[src/rtl/id_ex_stage_reg_if.sv]
// ID/EX stage bundle: decoded fields from ID (id_*) and their registered copies to EX (ex_*).
// The master side is the decoder and the EX consumer. The slave side is the pipeline register.
interface id_ex_stage_reg_if #(
  parameter int XLEN     = 32,
  parameter int ALU_OP_W = 4
);
  logic                id_valid;
  logic [XLEN-1:0]     id_pc;
  logic [4:0]          id_rs1;
  logic [4:0]          id_rs2;
  logic [4:0]          id_rd;
  logic [XLEN-1:0]     id_rs1_data;
  logic [XLEN-1:0]     id_rs2_data;
  logic [XLEN-1:0]     id_imm;
  logic [ALU_OP_W-1:0] id_alu_op;
  logic                id_alu_src;
  logic                id_reg_write;
  logic                id_mem_read;
  logic                id_mem_write;
  logic                id_mem_to_reg;

  logic                ex_valid;
  logic [XLEN-1:0]     ex_pc;
  logic [4:0]          ex_rs1;
  logic [4:0]          ex_rs2;
  logic [4:0]          ex_rd;
  logic [XLEN-1:0]     ex_rs1_data;
  logic [XLEN-1:0]     ex_rs2_data;
  logic [XLEN-1:0]     ex_imm;
  logic [ALU_OP_W-1:0] ex_alu_op;
  logic                ex_alu_src;
  logic                ex_reg_write;
  logic                ex_mem_read;
  logic                ex_mem_write;
  logic                ex_mem_to_reg;
  logic                ex_is_load;

  modport master (
    output id_valid, id_pc, id_rs1, id_rs2, id_rd, id_rs1_data, id_rs2_data, id_imm,
           id_alu_op, id_alu_src, id_reg_write, id_mem_read, id_mem_write, id_mem_to_reg,
    input  ex_valid, ex_pc, ex_rs1, ex_rs2, ex_rd, ex_rs1_data, ex_rs2_data, ex_imm,
           ex_alu_op, ex_alu_src, ex_reg_write, ex_mem_read, ex_mem_write, ex_mem_to_reg,
           ex_is_load
  );

  modport slave (
    input  id_valid, id_pc, id_rs1, id_rs2, id_rd, id_rs1_data, id_rs2_data, id_imm,
           id_alu_op, id_alu_src, id_reg_write, id_mem_read, id_mem_write, id_mem_to_reg,
    output ex_valid, ex_pc, ex_rs1, ex_rs2, ex_rd, ex_rs1_data, ex_rs2_data, ex_imm,
           ex_alu_op, ex_alu_src, ex_reg_write, ex_mem_read, ex_mem_write, ex_mem_to_reg,
           ex_is_load
  );
endinterface

[src/rtl/id_ex_stage_reg.sv]
// ID/EX pipeline register with flush/hold/bubble control and a saturating bubble counter.
// Optional ID_EX_WB_BYPASS_EN: forwards the MEM/WB write into rs1/rs2 data on load and on hold.
module id_ex_stage_reg #(
  parameter int XLEN     = 32,
  parameter int ALU_OP_W = 4,
  parameter int CNT_W    = 16
) (
  input  logic              clk,
  input  logic              rst,
  id_ex_stage_reg_if.slave  stage,
  input  logic              flush,
  input  logic              hold,
  input  logic              bubble,
  input  logic              wb_reg_write,
  input  logic [4:0]        wb_rd,
  input  logic [XLEN-1:0]   wb_data,
  output logic [CNT_W-1:0]  bubble_cnt
);

  typedef struct packed {
    logic                valid;
    logic [XLEN-1:0]     pc;
    logic [4:0]          rs1;
    logic [4:0]          rs2;
    logic [4:0]          rd;
    logic [XLEN-1:0]     rs1_data;
    logic [XLEN-1:0]     rs2_data;
    logic [XLEN-1:0]     imm;
    logic [ALU_OP_W-1:0] alu_op;
    logic                alu_src;
    logic                reg_write;
    logic                mem_read;
    logic                mem_write;
    logic                mem_to_reg;
  } stage_t;

  typedef enum logic [1:0] {
    ACT_LOAD,
    ACT_HOLD,
    ACT_FLUSH,
    ACT_BUBBLE
  } act_e;

  localparam stage_t NOP = '0;

  stage_t            stage_q, stage_d;
  stage_t            id_fields;
  logic [CNT_W-1:0]  bubble_cnt_q, bubble_cnt_d;
  act_e              act;

`ifdef ID_EX_WB_BYPASS_EN
  function automatic logic wb_hit(input logic       we,
                                  input logic [4:0] wrd,
                                  input logic [4:0] idx);
    return we && (wrd != 5'd0) && (wrd == idx);
  endfunction
`else
  // The register file already writes before it is read, so WB forwarding is not needed here.
  logic unused_wb;
  assign unused_wb = ^{wb_reg_write, wb_rd, wb_data};
`endif

  always_comb begin
    id_fields.valid      = stage.id_valid;
    id_fields.pc         = stage.id_pc;
    id_fields.rs1        = stage.id_rs1;
    id_fields.rs2        = stage.id_rs2;
    id_fields.rd         = stage.id_rd;
    id_fields.rs1_data   = stage.id_rs1_data;
    id_fields.rs2_data   = stage.id_rs2_data;
    id_fields.imm        = stage.id_imm;
    id_fields.alu_op     = stage.id_alu_op;
    id_fields.alu_src    = stage.id_alu_src;
    id_fields.reg_write  = stage.id_reg_write;
    id_fields.mem_read   = stage.id_mem_read;
    id_fields.mem_write  = stage.id_mem_write;
    id_fields.mem_to_reg = stage.id_mem_to_reg;
  end

  // Fixed priority: flush > hold > bubble > load.
  always_comb begin
    if (flush)       act = ACT_FLUSH;
    else if (hold)   act = ACT_HOLD;
    else if (bubble) act = ACT_BUBBLE;
    else             act = ACT_LOAD;
  end

  always_comb begin
    // NOTE: every output of this block is given a default first, so no path can infer a latch.
    stage_d      = stage_q;
    bubble_cnt_d = bubble_cnt_q;
    unique case (act)
      ACT_FLUSH: stage_d = NOP;
      ACT_BUBBLE: begin
        stage_d = NOP;
        if (bubble_cnt_q != {CNT_W{1'b1}}) bubble_cnt_d = bubble_cnt_q + 1'b1;
      end
      ACT_HOLD: begin
`ifdef ID_EX_WB_BYPASS_EN
        // A long freeze can outlive the WB write, so refresh the held operands.
        if (wb_hit(wb_reg_write, wb_rd, stage_q.rs1)) stage_d.rs1_data = wb_data;
        if (wb_hit(wb_reg_write, wb_rd, stage_q.rs2)) stage_d.rs2_data = wb_data;
`endif
      end
      default: begin
        stage_d = id_fields;
        // An empty slot keeps its fields but is stripped of every state-changing control bit.
        if (!stage.id_valid) begin
          stage_d.reg_write  = 1'b0;
          stage_d.mem_read   = 1'b0;
          stage_d.mem_write  = 1'b0;
          stage_d.mem_to_reg = 1'b0;
        end
`ifdef ID_EX_WB_BYPASS_EN
        if (wb_hit(wb_reg_write, wb_rd, stage.id_rs1)) stage_d.rs1_data = wb_data;
        if (wb_hit(wb_reg_write, wb_rd, stage.id_rs2)) stage_d.rs2_data = wb_data;
`endif
      end
    endcase
  end

  always_ff @(posedge clk) begin
    // NOTE: sequential state uses non-blocking assignments, so every flop samples pre-edge values.
    if (rst) begin
      stage_q      <= NOP;
      bubble_cnt_q <= '0;
    end else begin
      stage_q      <= stage_d;
      bubble_cnt_q <= bubble_cnt_d;
    end
  end

  assign stage.ex_valid      = stage_q.valid;
  assign stage.ex_pc         = stage_q.pc;
  assign stage.ex_rs1        = stage_q.rs1;
  assign stage.ex_rs2        = stage_q.rs2;
  assign stage.ex_rd         = stage_q.rd;
  assign stage.ex_rs1_data   = stage_q.rs1_data;
  assign stage.ex_rs2_data   = stage_q.rs2_data;
  assign stage.ex_imm        = stage_q.imm;
  assign stage.ex_alu_op     = stage_q.alu_op;
  assign stage.ex_alu_src    = stage_q.alu_src;
  assign stage.ex_reg_write  = stage_q.reg_write;
  assign stage.ex_mem_read   = stage_q.mem_read;
  assign stage.ex_mem_write  = stage_q.mem_write;
  assign stage.ex_mem_to_reg = stage_q.mem_to_reg;
  assign stage.ex_is_load    = stage_q.valid & stage_q.mem_read;
  assign bubble_cnt          = bubble_cnt_q;

endmodule

[src/flat_wrapper.sv]
// flat-port wrapper written by rule: the top's interface ports become plain ports
module id_ex_stage_reg_flat 
#(
  parameter int XLEN     = 32,
  parameter int ALU_OP_W = 4,
  parameter int CNT_W    = 16
)
  (clk, rst, flush, hold, bubble, wb_reg_write, wb_rd, wb_data, bubble_cnt, stage_id_valid, stage_id_pc, stage_id_rs1, stage_id_rs2, stage_id_rd, stage_id_rs1_data, stage_id_rs2_data, stage_id_imm, stage_id_alu_op, stage_id_alu_src, stage_id_reg_write, stage_id_mem_read, stage_id_mem_write, stage_id_mem_to_reg, stage_ex_valid, stage_ex_pc, stage_ex_rs1, stage_ex_rs2, stage_ex_rd, stage_ex_rs1_data, stage_ex_rs2_data, stage_ex_imm, stage_ex_alu_op, stage_ex_alu_src, stage_ex_reg_write, stage_ex_mem_read, stage_ex_mem_write, stage_ex_mem_to_reg, stage_ex_is_load);
  id_ex_stage_reg_if #(.XLEN(XLEN), .ALU_OP_W(ALU_OP_W)) stage_i ();
  input  logic clk;
  input  logic rst;
  input  logic flush;
  input  logic hold;
  input  logic bubble;
  input  logic wb_reg_write;
  input  logic [4:0] wb_rd;
  input  logic [XLEN-1:0] wb_data;
  output logic [CNT_W-1:0] bubble_cnt;
  input wire logic [$bits(stage_i.id_valid)-1:0] stage_id_valid;
  input wire logic [$bits(stage_i.id_pc)-1:0] stage_id_pc;
  input wire logic [$bits(stage_i.id_rs1)-1:0] stage_id_rs1;
  input wire logic [$bits(stage_i.id_rs2)-1:0] stage_id_rs2;
  input wire logic [$bits(stage_i.id_rd)-1:0] stage_id_rd;
  input wire logic [$bits(stage_i.id_rs1_data)-1:0] stage_id_rs1_data;
  input wire logic [$bits(stage_i.id_rs2_data)-1:0] stage_id_rs2_data;
  input wire logic [$bits(stage_i.id_imm)-1:0] stage_id_imm;
  input wire logic [$bits(stage_i.id_alu_op)-1:0] stage_id_alu_op;
  input wire logic [$bits(stage_i.id_alu_src)-1:0] stage_id_alu_src;
  input wire logic [$bits(stage_i.id_reg_write)-1:0] stage_id_reg_write;
  input wire logic [$bits(stage_i.id_mem_read)-1:0] stage_id_mem_read;
  input wire logic [$bits(stage_i.id_mem_write)-1:0] stage_id_mem_write;
  input wire logic [$bits(stage_i.id_mem_to_reg)-1:0] stage_id_mem_to_reg;
  output wire logic [$bits(stage_i.ex_valid)-1:0] stage_ex_valid;
  output wire logic [$bits(stage_i.ex_pc)-1:0] stage_ex_pc;
  output wire logic [$bits(stage_i.ex_rs1)-1:0] stage_ex_rs1;
  output wire logic [$bits(stage_i.ex_rs2)-1:0] stage_ex_rs2;
  output wire logic [$bits(stage_i.ex_rd)-1:0] stage_ex_rd;
  output wire logic [$bits(stage_i.ex_rs1_data)-1:0] stage_ex_rs1_data;
  output wire logic [$bits(stage_i.ex_rs2_data)-1:0] stage_ex_rs2_data;
  output wire logic [$bits(stage_i.ex_imm)-1:0] stage_ex_imm;
  output wire logic [$bits(stage_i.ex_alu_op)-1:0] stage_ex_alu_op;
  output wire logic [$bits(stage_i.ex_alu_src)-1:0] stage_ex_alu_src;
  output wire logic [$bits(stage_i.ex_reg_write)-1:0] stage_ex_reg_write;
  output wire logic [$bits(stage_i.ex_mem_read)-1:0] stage_ex_mem_read;
  output wire logic [$bits(stage_i.ex_mem_write)-1:0] stage_ex_mem_write;
  output wire logic [$bits(stage_i.ex_mem_to_reg)-1:0] stage_ex_mem_to_reg;
  output wire logic [$bits(stage_i.ex_is_load)-1:0] stage_ex_is_load;
  assign stage_i.id_valid = stage_id_valid;
  assign stage_i.id_pc = stage_id_pc;
  assign stage_i.id_rs1 = stage_id_rs1;
  assign stage_i.id_rs2 = stage_id_rs2;
  assign stage_i.id_rd = stage_id_rd;
  assign stage_i.id_rs1_data = stage_id_rs1_data;
  assign stage_i.id_rs2_data = stage_id_rs2_data;
  assign stage_i.id_imm = stage_id_imm;
  assign stage_i.id_alu_op = stage_id_alu_op;
  assign stage_i.id_alu_src = stage_id_alu_src;
  assign stage_i.id_reg_write = stage_id_reg_write;
  assign stage_i.id_mem_read = stage_id_mem_read;
  assign stage_i.id_mem_write = stage_id_mem_write;
  assign stage_i.id_mem_to_reg = stage_id_mem_to_reg;
  assign stage_ex_valid = stage_i.ex_valid;
  assign stage_ex_pc = stage_i.ex_pc;
  assign stage_ex_rs1 = stage_i.ex_rs1;
  assign stage_ex_rs2 = stage_i.ex_rs2;
  assign stage_ex_rd = stage_i.ex_rd;
  assign stage_ex_rs1_data = stage_i.ex_rs1_data;
  assign stage_ex_rs2_data = stage_i.ex_rs2_data;
  assign stage_ex_imm = stage_i.ex_imm;
  assign stage_ex_alu_op = stage_i.ex_alu_op;
  assign stage_ex_alu_src = stage_i.ex_alu_src;
  assign stage_ex_reg_write = stage_i.ex_reg_write;
  assign stage_ex_mem_read = stage_i.ex_mem_read;
  assign stage_ex_mem_write = stage_i.ex_mem_write;
  assign stage_ex_mem_to_reg = stage_i.ex_mem_to_reg;
  assign stage_ex_is_load = stage_i.ex_is_load;
  id_ex_stage_reg #(.XLEN(XLEN), .ALU_OP_W(ALU_OP_W), .CNT_W(CNT_W)) u_core (.clk(clk), .rst(rst), .stage(stage_i), .flush(flush), .hold(hold), .bubble(bubble), .wb_reg_write(wb_reg_write), .wb_rd(wb_rd), .wb_data(wb_data), .bubble_cnt(bubble_cnt));
endmodule
[config.mk]
export PLATFORM = sky130hd
export DESIGN_NAME = id_ex_stage_reg_flat
export DESIGN_NICKNAME = d
export VERILOG_FILES = /design/src/rtl/id_ex_stage_reg_if.sv /design/src/rtl/id_ex_stage_reg.sv /design/src/flat_wrapper.sv
export SDC_FILE = /design/constraint.sdc
export NUM_CORES = 1
export LEC_CHECK = 0
export CORE_AREA = 3 3 142 144
export DETAILED_ROUTE_END_ITERATION = 10
export DIE_AREA = 0 0 145 147
export DONT_BUFFER_PORTS = 1
export GPL_ROUTABILITY_DRIVEN = 0
export PLACE_DENSITY = 0.51
export SKIP_CTS_REPAIR_TIMING = 1
export SLEW_MARGIN = 30
export SYNTH_ARGS = -nofsm -noshare
export SYNTH_HDL_FRONTEND = slang
export SYNTH_SLANG_ARGS = --single-unit
[constraint.sdc]
create_clock -name clk -period 4.65 [get_ports clk]
set_input_delay 0.93 -clock clk [delete_from_list [all_inputs] [get_ports clk]]
set_output_delay 0.93 -clock clk [all_outputs]
set_load 0.05 [all_outputs]
==> impl_metrics.json <==
{
  "core_area_um2": 18800,
  "worst_slew_pin_slew_ns": 0.844,
  "fmax_ghz": 0.396,
  "htreeDepth": 4,
  "via_per_inst": 5.30,
  "r2r_end": "u_core.bubble_cnt[0]$_SDFFE_PP0P_",
  "cts-root-buf": "clkbuf_16",
  "ios": 366,
  "total_power_mw": 3.06,
  "ys_async_sr_fraction_pct": 0,
  "die_w_um": 145,
  "cp.required_ns": 3.72,
  "drt-initial-drc-count": 229,
  "relSlewSlack_pct": 43.7,
  "mostFrequentLayoutCell": "dfxtp_1",
  "port_buffers": 0,
  "cts.clk_slew.worst_paths_ns": 0.07,
  "synth.distinct_cells": 38,
  "finClkSkew_ns": 0.00476,
  "nets": 794,
  "avgSynthCellArea_um2": 9.53,
  "ys_ff_latch": 169,
  "cp-startpoint": "u_core.stage.ex_valid$_SDFFE_PP0P_",
  "grt_max_degree": 155,
  "clkLatencyLatePin_ns": 0.41,
  "path_cells": "and2_1",
  "syn_nets": 824,
  "synth_warnings": 0,
  "yosysSeqAreaShare_pct": 56.6,
  "final_cell_mix": "dfxtp_1, nor2_1, a22oi_1",
  "placed_cells": 838,
  "crit_slowest_cell": "dfxtp_1",
  "finalSetupTns_ns": 0,
  "finalHoldViolCount": 0,
  "ir_drop_mv": 0.217,
  "first_global_vias": 4485,
  "rows": 50,
  "dieHeight_um": 147,
  "start_kind": "register",
  "crit_end": "stage_ex_is_load",
  "finalNonFillerCells": 870,
  "r2r-start": "u_core.bubble_cnt[0]$_SDFFE_PP0P_",
  "rr_worst_depth": 5,
  "power_density_nw_per_um2": 454,
  "fin_crit_sh_pct": 54.3,
  "rsz0062_at_grt": "false",
  "syn_to_final_growth_pct": 12.8,
  "cts.sinks": 169,
  "drc": 0,
  "grt_pass1_wl_um": 25200,
  "start_util_pct": 31.7,
  "grt_usage_pct": 14.7,
  "synth_top_flop_cell": "dfxtp_1",
  "cts_buffers": 17,
  "wl_per_cell_um": 19.2,
  "drt_wl_total_um": 16700,
  "netlist_instances": 627,
  "ff2ff_setup_slack_ns": 2.36,
  "grt_remaining_overflow": 0,
  "hpwl_um": 11800,
  "critPathTopFamily": "flip-flops",
  "maxCapViolCount": 0,
  "crit_fanout": 3,
  "cp.arrival_ns": 1.59,
  "clk_path_buf_depth": 2,
  "synth_area_um2": 5980,
  "hp-class": "in2reg",
  "drtAntennaViolNets": 0,
  "fin_crit_ns": 2.52,
  "dieArea_um2": 21300,
  "slowest_delay_ns": 0.66,
  "leakagePower_nw": 2.28,
  "antenna_found_initial": 1,
  "cp_num_cells": 1,
  "status": "complete, no violations",
  "setup_viol": 0,
  "synth_edf_count": 0,
  "num_vias": 4615,
  "first_pass_iters": 5,
  "cts_tree": "done",
  "worstSetupEndpointType": "output pin",
  "path_buf_inv": 0,
  "crit_type": "reg2out",
  "drv_slew": 0,
  "drive_above_1_share_pct": 9.03
}
## cell families after synthesis
logic type                 Yosys count  synth area share, %
AOI/OAI and AO/OA                  173                 21.3
DFF                                169                 56.6
buffers and inverters               56                 3.64
and+or+nand+nor                    219                 16.6
adders and majority gates            1                0.209
muxes                                9                 1.67
## stage by stage
stage / instance area [um2] / hold WS, ns / setup WS, ns / utilization, %
6_report: 6740 / 0.582 / 2.13 / 35.8
5_1_grt: 6740 / 0.551 / 2.06 / 35.8
4_1_cts: 6740 / 0.551 / 2.09 / 35.8
3_5_place_dp: 6160 / 0.749 / 2.27 / 32.7
3_3_place_gp: 6130 / 0.759 / 2.10 / 32.6
2_1_floorplan: 5980 / 0.709 / 2.48 / -
## how the worst min path moves through the flow
stage	slack [ns]	start	to	cells after the start
finish	0.58	rst	u_core.bubble_cnt[14]$_SDFFE_PP0P_	1
detailed placement	0.75	u_core.bubble_cnt[15]$_SDFFE_PP0P_	u_core.bubble_cnt[15]$_SDFFE_PP0P_	2
CTS	0.55	rst	u_core.bubble_cnt[14]$_SDFFE_PP0P_	1
global placement	0.76	u_core.stage.ex_valid$_SDFFE_PP0P_	u_core.stage.ex_valid$_SDFFE_PP0P_	2
floorplan	0.71	u_core.bubble_cnt[15]$_SDFFE_PP0P_	u_core.bubble_cnt[15]$_SDFFE_PP0P_	2
global route	0.55	rst	u_core.stage.ex_mem_read$_SDFFE_PP0P_	1
## cell usage after synthesis, types with 3 or more instances
cell        n  area share (%)
dfxtp_1   169              57
nor2_1    167              10
a22oi_1   152              19
clkbuf_1   49             3.1
a21oi_1    12             1.0
nor2b_1     9            0.94
mux2_2      8             1.5
nand3_1     8            0.67
nand2_1     7            0.44
nor3_1      4            0.33
buf_1       3            0.19
inv_1       3            0.19
or2_2       3            0.31
## power breakdown
part	leakage [nW]	switching, mW	total (mW)	internal, mW
sequential	1.37	0.115	1.59	1.47
combinational	0.634	0.0630	0.105	0.0422
clock	0.282	0.651	1.37	0.717
total	2.28	0.828	3.06	2.23
## final cells by class
type	count	area, um2
fillers	1924	12100
flip-flops and latches	169	3380
well taps	260	325
multi-input cells	402	2390
inverters	3	11.3
diodes	1	2.50
repair buffers	4	50.0
clock buffers	17	425
clock inverters	14	156
## per-layer routing
layer	up-vias	routed length (um)	global-route usage, %	share of wire, %
li1	2186	-	-	-
met1	2157	5940	15.2	36
met2	246	8360	25.0	50
met3	26	1970	8.24	12
met4	0	414	5.51	2.5
met5	-	0	0	0
No activity file was read; power rests on OpenSTA's default activity.
